<file path="config.mk">
export PLATFORM = sky130hd
export DESIGN_NAME = fetch_flat
export DESIGN_NICKNAME = d
export VERILOG_FILES = /design/src/rtl/fetch_if.sv /design/src/rtl/fetch.sv /design/src/flat_wrapper.sv
export SDC_FILE = /design/constraint.sdc
export NUM_CORES = 1
export LEC_CHECK = 0
export CORE_MARGIN = 2
export CORE_UTILIZATION = 48
export DETAILED_ROUTE_END_ITERATION = 7
export GPL_ROUTABILITY_DRIVEN = 1
export HOLD_SLACK_MARGIN = 0.12
export PLACE_DENSITY = 0.91
export SYNTH_ARGS = -nofsm -noshare
export SYNTH_HDL_FRONTEND = slang
export SYNTH_SLANG_ARGS = --single-unit
</file>
<file path="constraint.sdc">
create_clock -name clk -period 4.24 [get_ports clk]
set_input_delay 0.848 -clock clk [delete_from_list [all_inputs] [get_ports clk]]
set_output_delay 0.848 -clock clk [all_outputs]
set_load 0.05 [all_outputs]
</file>
<file path="src/rtl/fetch_if.sv">
// Fetch-stage bundle: instruction-memory request port plus the decode/execute side.
// Handshakes: a memory request is accepted in a cycle with mem_req=1 and mem_stall=0;
// a fetched word is consumed by decode in a cycle with valid=1 and stall=0.
interface fetch_if;
    logic        redirect;
    logic [15:0] target;
    logic        stall;
    logic        halt;
    logic        mem_req;
    logic [15:0] mem_addr;
    logic        mem_stall;
    logic        mem_done;
    logic [15:0] mem_rdata;
    logic [15:0] instr;
    logic [15:0] pc_plus2;
    logic        valid;
    logic        halted;
    logic        err;

    modport master (
        input  redirect, target, stall, halt, mem_stall, mem_done, mem_rdata,
        output mem_req, mem_addr, instr, pc_plus2, valid, halted, err
    );

    modport slave (
        output redirect, target, stall, halt, mem_stall, mem_done, mem_rdata,
        input  mem_req, mem_addr, instr, pc_plus2, valid, halted, err
    );
endinterface

</file>
<file path="src/rtl/fetch.sv">
// Instruction fetch stage: owns the PC, issues single-outstanding reads, hands words
// plus PC+2 to decode, and applies execute's redirects, HALT and misaligned-target errors.
module fetch #(
    parameter logic [15:0] RESET_PC = 16'h0000,
    parameter logic [15:0] NOP      = 16'h0800
) (
    input  logic       clk,
    input  logic       rst,
    fetch_if.master    bus,
    output logic [1:0] dbg_state_o
);
    typedef enum logic [1:0] {
        S_FETCH = 2'd0,
        S_WAIT  = 2'd1,
        S_HOLD  = 2'd2,
        S_HALT  = 2'd3
    } state_t;

    state_t      state_q, state_d;
    logic [15:0] pc_q, pc_d;
    logic [15:0] instr_q, instr_d;
    logic [15:0] pc_plus2_q, pc_plus2_d;
    logic        valid_q, valid_d;
    logic        err_q, err_d;
    logic        squash_q, squash_d;
    logic        halt_pend_q, halt_pend_d;

    logic        redir_bad;
    logic        redir_ok;
    logic        halt_req;

    // A halt arriving with a redirect is on the wrong path and is ignored.
    assign redir_bad = bus.redirect & bus.target[0];
    assign redir_ok  = bus.redirect & ~bus.target[0];
    assign halt_req  = bus.halt & ~bus.redirect;

    always_comb begin
        state_d     = state_q;
        pc_d        = pc_q;
        instr_d     = instr_q;
        pc_plus2_d  = pc_plus2_q;
        valid_d     = valid_q & bus.stall & ~bus.redirect;
        err_d       = err_q;
        squash_d    = squash_q;
        halt_pend_d = halt_pend_q;

        case (state_q)
            S_FETCH: begin
                if (redir_bad || halt_req) begin
                    err_d = err_q | redir_bad;
                    // An accepted request must drain before HALT is entered.
                    if (bus.mem_stall) begin
                        state_d = S_HALT;
                    end else begin
                        state_d     = S_WAIT;
                        halt_pend_d = 1'b1;
                    end
                end else begin
                    if (redir_ok) begin
                        pc_d = bus.target;
                    end
                    if (!bus.mem_stall) begin
                        state_d  = S_WAIT;
                        squash_d = redir_ok;
                    end
                end
            end
            S_WAIT: begin
                if (redir_bad || halt_req) begin
                    err_d = err_q | redir_bad;
                    if (bus.mem_done) begin
                        state_d = S_HALT;
                    end else begin
                        halt_pend_d = 1'b1;
                    end
                end else if (redir_ok) begin
                    pc_d = bus.target;
                    if (bus.mem_done) begin
                        state_d  = halt_pend_q ? S_HALT : S_FETCH;
                        squash_d = 1'b0;
                    end else begin
                        squash_d = 1'b1;
                    end
                end else if (bus.mem_done) begin
                    squash_d = 1'b0;
                    if (halt_pend_q) begin
                        state_d = S_HALT;
                    end else if (squash_q) begin
                        state_d = S_FETCH;
                    end else begin
                        instr_d    = bus.mem_rdata;
                        pc_plus2_d = pc_q + 16'd2;
                        pc_d       = pc_q + 16'd2;
                        valid_d    = 1'b1;
                        state_d    = bus.stall ? S_HOLD : S_FETCH;
                    end
                end
            end
            S_HOLD: begin
                if (redir_bad || halt_req) begin
                    err_d   = err_q | redir_bad;
                    state_d = S_HALT;
                end else if (redir_ok) begin
                    pc_d    = bus.target;
                    state_d = S_FETCH;
                end else if (!bus.stall) begin
                    state_d = S_FETCH;
                end
            end
            default: begin
            end
        endcase

        if (state_d == S_HALT) begin
            valid_d = 1'b0;
        end
    end

    always_ff @(posedge clk or posedge rst) begin
        if (rst) begin
            state_q     <= S_FETCH;
            pc_q        <= RESET_PC;
            instr_q     <= NOP;
            pc_plus2_q  <= 16'h0000;
            valid_q     <= 1'b0;
            err_q       <= 1'b0;
            squash_q    <= 1'b0;
            halt_pend_q <= 1'b0;
        end else begin
            state_q     <= state_d;
            pc_q        <= pc_d;
            instr_q     <= instr_d;
            pc_plus2_q  <= pc_plus2_d;
            valid_q     <= valid_d;
            err_q       <= err_d;
            squash_q    <= squash_d;
            halt_pend_q <= halt_pend_d;
        end
    end

    assign bus.mem_req  = (state_q == S_FETCH);
    assign bus.mem_addr = pc_q;
    assign bus.instr    = valid_q ? instr_q : NOP;
    assign bus.pc_plus2 = pc_plus2_q;
    assign bus.valid    = valid_q;
    assign bus.halted   = (state_q == S_HALT);
    assign bus.err      = err_q;
    assign dbg_state_o  = state_q;
endmodule

</file>
<file path="src/flat_wrapper.sv">
// flat-port wrapper written by rule: the top's interface ports become plain ports
module fetch_flat 
#(
    parameter logic [15:0] RESET_PC = 16'h0000,
    parameter logic [15:0] NOP      = 16'h0800
)
  (clk, rst, dbg_state_o, bus_redirect, bus_target, bus_stall, bus_halt, bus_mem_stall, bus_mem_done, bus_mem_rdata, bus_mem_req, bus_mem_addr, bus_instr, bus_pc_plus2, bus_valid, bus_halted, bus_err);
  fetch_if bus_i ();
  input  logic clk;
  input  logic rst;
  output logic [1:0] dbg_state_o;
  input wire logic [$bits(bus_i.redirect)-1:0] bus_redirect;
  input wire logic [$bits(bus_i.target)-1:0] bus_target;
  input wire logic [$bits(bus_i.stall)-1:0] bus_stall;
  input wire logic [$bits(bus_i.halt)-1:0] bus_halt;
  input wire logic [$bits(bus_i.mem_stall)-1:0] bus_mem_stall;
  input wire logic [$bits(bus_i.mem_done)-1:0] bus_mem_done;
  input wire logic [$bits(bus_i.mem_rdata)-1:0] bus_mem_rdata;
  output wire logic [$bits(bus_i.mem_req)-1:0] bus_mem_req;
  output wire logic [$bits(bus_i.mem_addr)-1:0] bus_mem_addr;
  output wire logic [$bits(bus_i.instr)-1:0] bus_instr;
  output wire logic [$bits(bus_i.pc_plus2)-1:0] bus_pc_plus2;
  output wire logic [$bits(bus_i.valid)-1:0] bus_valid;
  output wire logic [$bits(bus_i.halted)-1:0] bus_halted;
  output wire logic [$bits(bus_i.err)-1:0] bus_err;
  assign bus_i.redirect = bus_redirect;
  assign bus_i.target = bus_target;
  assign bus_i.stall = bus_stall;
  assign bus_i.halt = bus_halt;
  assign bus_i.mem_stall = bus_mem_stall;
  assign bus_i.mem_done = bus_mem_done;
  assign bus_i.mem_rdata = bus_mem_rdata;
  assign bus_mem_req = bus_i.mem_req;
  assign bus_mem_addr = bus_i.mem_addr;
  assign bus_instr = bus_i.instr;
  assign bus_pc_plus2 = bus_i.pc_plus2;
  assign bus_valid = bus_i.valid;
  assign bus_halted = bus_i.halted;
  assign bus_err = bus_i.err;
  fetch #(.RESET_PC(RESET_PC), .NOP(NOP)) u_core (.clk(clk), .rst(rst), .bus(bus_i), .dbg_state_o(dbg_state_o));
endmodule
</file>
### Word-level counts from Yosys, hierarchy flattened

Index checks and enable logic that the tools add are counted.

* add/sub/neg operators: 1
* equal/unequal tests: 15
* mux-type cells: 44
* bitwise operators: 12
* reduce and logical (&&, ||, !) cells: 11

Operators with widths (number)
* 16-bit 2-to-1 mux: 8
* 16-bit case mux with 2 select lines: 1
* 2-bit 2-to-1 mux: 15
* 1-bit 2-to-1 mux: 17
* 16-bit by 2-bit adder with 16-bit output (second input constant): 1
* 2-bit != test (second input constant): 5
* 5-bit AND reduction: 2
* 7-bit AND reduction: 1
* 2-bit equality test (second input constant): 3
* 2-bit by 1-bit != test with 1-bit output (second input constant): 3
* 3-bit != test (second input constant): 2
* 1-bit NOT: 6
* 2-bit case mux with 3 select lines: 1
* 6-bit AND reduction: 1
* 1-bit bitwise AND: 5
* 1-bit case mux with 2 select lines: 2
* 2-bit nonzero test: 2
* 3-bit by 2-bit != test with 1-bit output (second input constant): 1
* 3-bit OR reduction: 1
* 2-bit by 1-bit equality test with 1-bit output (second input constant): 1
* 2-bit logical NOT: 1
* 2-bit AND reduction: 1
* 2-bit OR reduction: 1
* 1-bit logical OR: 1
* 1-bit OR: 1

* register bits: 54
* bits of input ports: 39

### Longest topological paths before layout

* depth after elaboration: 9
* depth in mapped cells: 6
* gate-level depth less buffers: 5

### Worst setup path after synthesis

No wires, ideal clock.

* path type: flip-flop to output port
* start: register u_core.state_q[0], in the netlist u_core.dbg_state_o[0]
* end: output port bus_halted
* data arrival time: 1895 ps
* data required time: 3392 ps
* slack: 1497 ps
* stages on the path, launching flop included: 5
* path buffers: 2
* cells stage by stage: dfrtp_1 > clkbuf_1 > nand2_1 > inv_1 > clkbuf_1

* longest elaborated chain between the ends: 1

RTL lines
* from (decl): line fetch.sv:19 `state_t state_q, state_d;`
* from (signal assigned): line fetch.sv:130 `state_q <= state_d;`
* 2-bit equality test: line fetch.sv:146 `assign bus.halted = (state_q == S_HALT);`
* to (decl): line flat_wrapper.sv:24 `output wire logic [$bits(bus_i.halted)-1:0] bus_halted;`

No other way between the ends.

### Worst setup path after layout

Ends and elaborated chain as after synthesis.

==> results.yml <==
grt:
  grt.overflow.total: 0
  grt_max_degree: 55
  grt_pass1_vias: 2218
  antenna_found_initial: 0
  grt_usage_pct: 22.6
  grt_pass1_wl_um: 11200
pwr:
  power.density_nw_per_um2: 545
  vdd_drop_max_mv: 0.332
  power.leakage_nw: 1.60
setup_path:
  path_class: "flip-flop to output port"
  cp_data_arrival_time_ps: 2690
  crit_required_ps: 3390
  slowest_delay_ps: 900
  r2r-end: "u_core.bus.mem_addr[2]"
  startpoint_type: "flip-flop"
  cp_max_fo: 23
  cpMaxStageDelayCell: "clkdlybuf4s50_1"
  rr_startpoint: "u_core.dbg_state_o[0]"
  r2r_slack_ps: 1370
  worst-r2r-cell-count: 4
  cp_cell_sequence: "nand2_1, inv_1, clkdlybuf4s50_1"
  endpoint_kind: "output port"
sta:
  hold_viol: 0
  setup_viol: 0
  slew_headroom_pct: 27.1
  holdWs_ps: 483
  fin_crit_ps: 3540
  finalCritPeriodShare_pct: 83.5
  rsz0062_at_grt: "no"
  worstMarginPinSlew_ps: 1090
  tns_ps: 0
  fmax_ghz: 0.282
  drv_slew: 0
  final.setup_skew_ps: 11.2
clock_tree:
  insertion_delay_ps: 320
  clk_pin_slew_worst_paths_ps: 100
  cts.sinks: 54
  cts_resized: 0
  cts_buffer_depth: 2
  cts_tree: "yes"
  cts_hold_buf: 0
  cts-htree-levels: 2
  cts_setup_buffers: 0
  numCtsBuffers: 5
  root_buffer: "clkbuf_8"
run_status:
  status: "finished, final reports clean"
floorplanning:
  dieArea_sq_um: 6500
  io_pins: 93
  initial_core_util_pct: 50.5
  core_area_sq_um: 5570
  fp-row-count: 27
  die_h_um: 80.6
  die_x_um: 80.6
drt:
  vias_per_cell: 5.66
  highest_layer: "met4"
  antenna_left: 0
  wirelength_um: 7200
  wl_met1_um: 3070
  drc: 0
  firstDrtPassIters: 4
  wl_met2_um: 3570
  vias: 2342
  first_iter_violations: 216
  routedWlPerCell_um: 17.4
  dr_wl_met3_um: 397
yosys:
  netlist_area_sq_um: 2820
  ys_seq_area_share_pct: 48.0
  ys_ff_latch: 54
  synth_fp_nets: 301
  synthArstFlopShare_pct: 100
  yosys_warnings: 0
  synth.distinct_cells: 41
  syn_inst: 261
  postSynthAreaPerCell_sq_um: 10.8
  synth_top_cell_by_area: "dfrtp_1"
  synth.top_cells.by_area: "dfrtp_1, mux2_4, a2bb2oi_1, and2_1, xor2_1"
  synth_most_common_cell: "dfrtp_1"
  synth_common_cells: "dfrtp_1, nand2_1, mux2_4"
  synth-main-ff-cell: "dfrtp_1"
  synth_edf_count: 0
  synth.top_cell.area_share_pct: 47.1
job:
  cap_violations: 0
final_layout:
  antennaDiodeCount: 0
  layout.nets: 381
  area_growth_pct: 36.3
  fill_cells: 411
  drive_gt1_share_pct: 9.94
place:
  dp_hpwl_um: 5040
  gp_congestion: 0.863
  io_buffers: 92
hold_path:
  hold_depth: 1
  min_path_type: "flip-flop to flip-flop"
  hold-path-endpoint: "u_core.bus.err"
  hp-start: "u_core.bus.err"
[layout make-up]
type / instances / area, sq um / share of cell area [%]
sequential: 54 / 1350 / 35.2
multi-input combinational: 183 / 1340 / 34.9
timing repair buffer: 93 / 928 / 24.2
tap: 72 / 90.1 / 2.35
clock buffer: 5 / 68.8 / 1.79
clock inverter: 3 / 43.8 / 1.14
inverter: 4 / 15.0 / 0.391
[critical path, delay by kind of cell, from the launching register on]
kind                   cells  cell delay (ps)
DFF                        1              780
buffers and inverters      2             1350
and+or+nand+nor            1              230
[per-layer routing]
metal / GRT usage (%) / up-vias
li1: - / 1120
met1: 30.2 / 1108
met2: 36.4 / 100
met3: 4.61 / 14
met4: 8.31 / 0
met5: 0 / -
[report_power, final]
part	internal (mW)	leakage, nW	switching (mW)
Sequential	0.633	0.690	0.176
Combinational	0.359	0.852	0.569
Clock	0.177	0.0585	0.178
Total	1.17	1.60	0.923
[stage by stage]
stage / cells / power, mW / utilization (%) / setup WS, ps / instance area [sq um]
3_5_place_dp: 406 / 1.74 / 66.8 / 700 / 3730
2_1_floorplan: 261 / 1.40 / - / 1500 / 2820
3_3_place_gp: 406 / 1.71 / 66.8 / 737 / 3730
4_1_cts: 414 / 2.09 / 68.9 / 723 / 3840
5_1_grt: 414 / 2.18 / 68.9 / 542 / 3840
6_report: 414 / 2.09 / 68.9 / 699 / 3840
[state kept, by name, summed over array words and instances, names as in the netlist]
name                 flops
u_core.bus.mem_addr     16
u_core.bus.valid         1
u_core.instr_q          16
u_core.dbg_state_o       2
u_core.bus.err           1
u_core.bus.pc_plus2     16
u_core.halt_pend_q       1
u_core.squash_q          1
[cell usage in the layout (no fill, tap or decap), types with 4 or more instances in the layout]
cell type | Yosys | layout
clkdlybuf4s50_1 | 0 | 92
dfrtp_1 | 53 | 53
nand2_1 | 20 | 20
mux2_4 | 18 | 18
and2_1 | 17 | 17
nand3_1 | 16 | 16
o21ai_0 | 15 | 15
a211oi_1 | 13 | 13
a2bb2oi_1 | 13 | 13
xor2_1 | 12 | 12
o22ai_1 | 10 | 10
nand4_1 | 9 | 9
clkbuf_8 | 0 | 5
nor2_1 | 4 | 4
and4_1 | 4 | 4
o21ai_1 | 4 | 4
[how the worst max path moves through the flow]
stage                                      from                endpoint  slack [ps]
after global routing      u_core.dbg_state_o[0]              bus_halted         540
final                     u_core.dbg_state_o[0]              bus_halted         700
after floorplan           u_core.dbg_state_o[0]              bus_halted        1500
after global placement             bus_redirect  u_core.bus.mem_addr[2]         740
after detailed placement           bus_redirect  u_core.bus.mem_addr[2]         700
after CTS                 u_core.dbg_state_o[0]              bus_halted         720
[kinds of logic (layout without fill, tap and decap cells)]
family / Yosys count / in the layout / share of synthesized area (%)
adders and majority gates: 1 / 1 / 0.444
and+or+nand+nor: 81 / 81 / 15.8
xor gates and xnor gates: 13 / 13 / 4.04
DFF: 54 / 54 / 48.0
buffers and inverters: 24 / 105 / 4.40
muxes: 21 / 21 / 10.8
AOI/OAI and AO/OA: 67 / 67 / 16.6
Note: power is estimated with default switching activity, not from simulation.
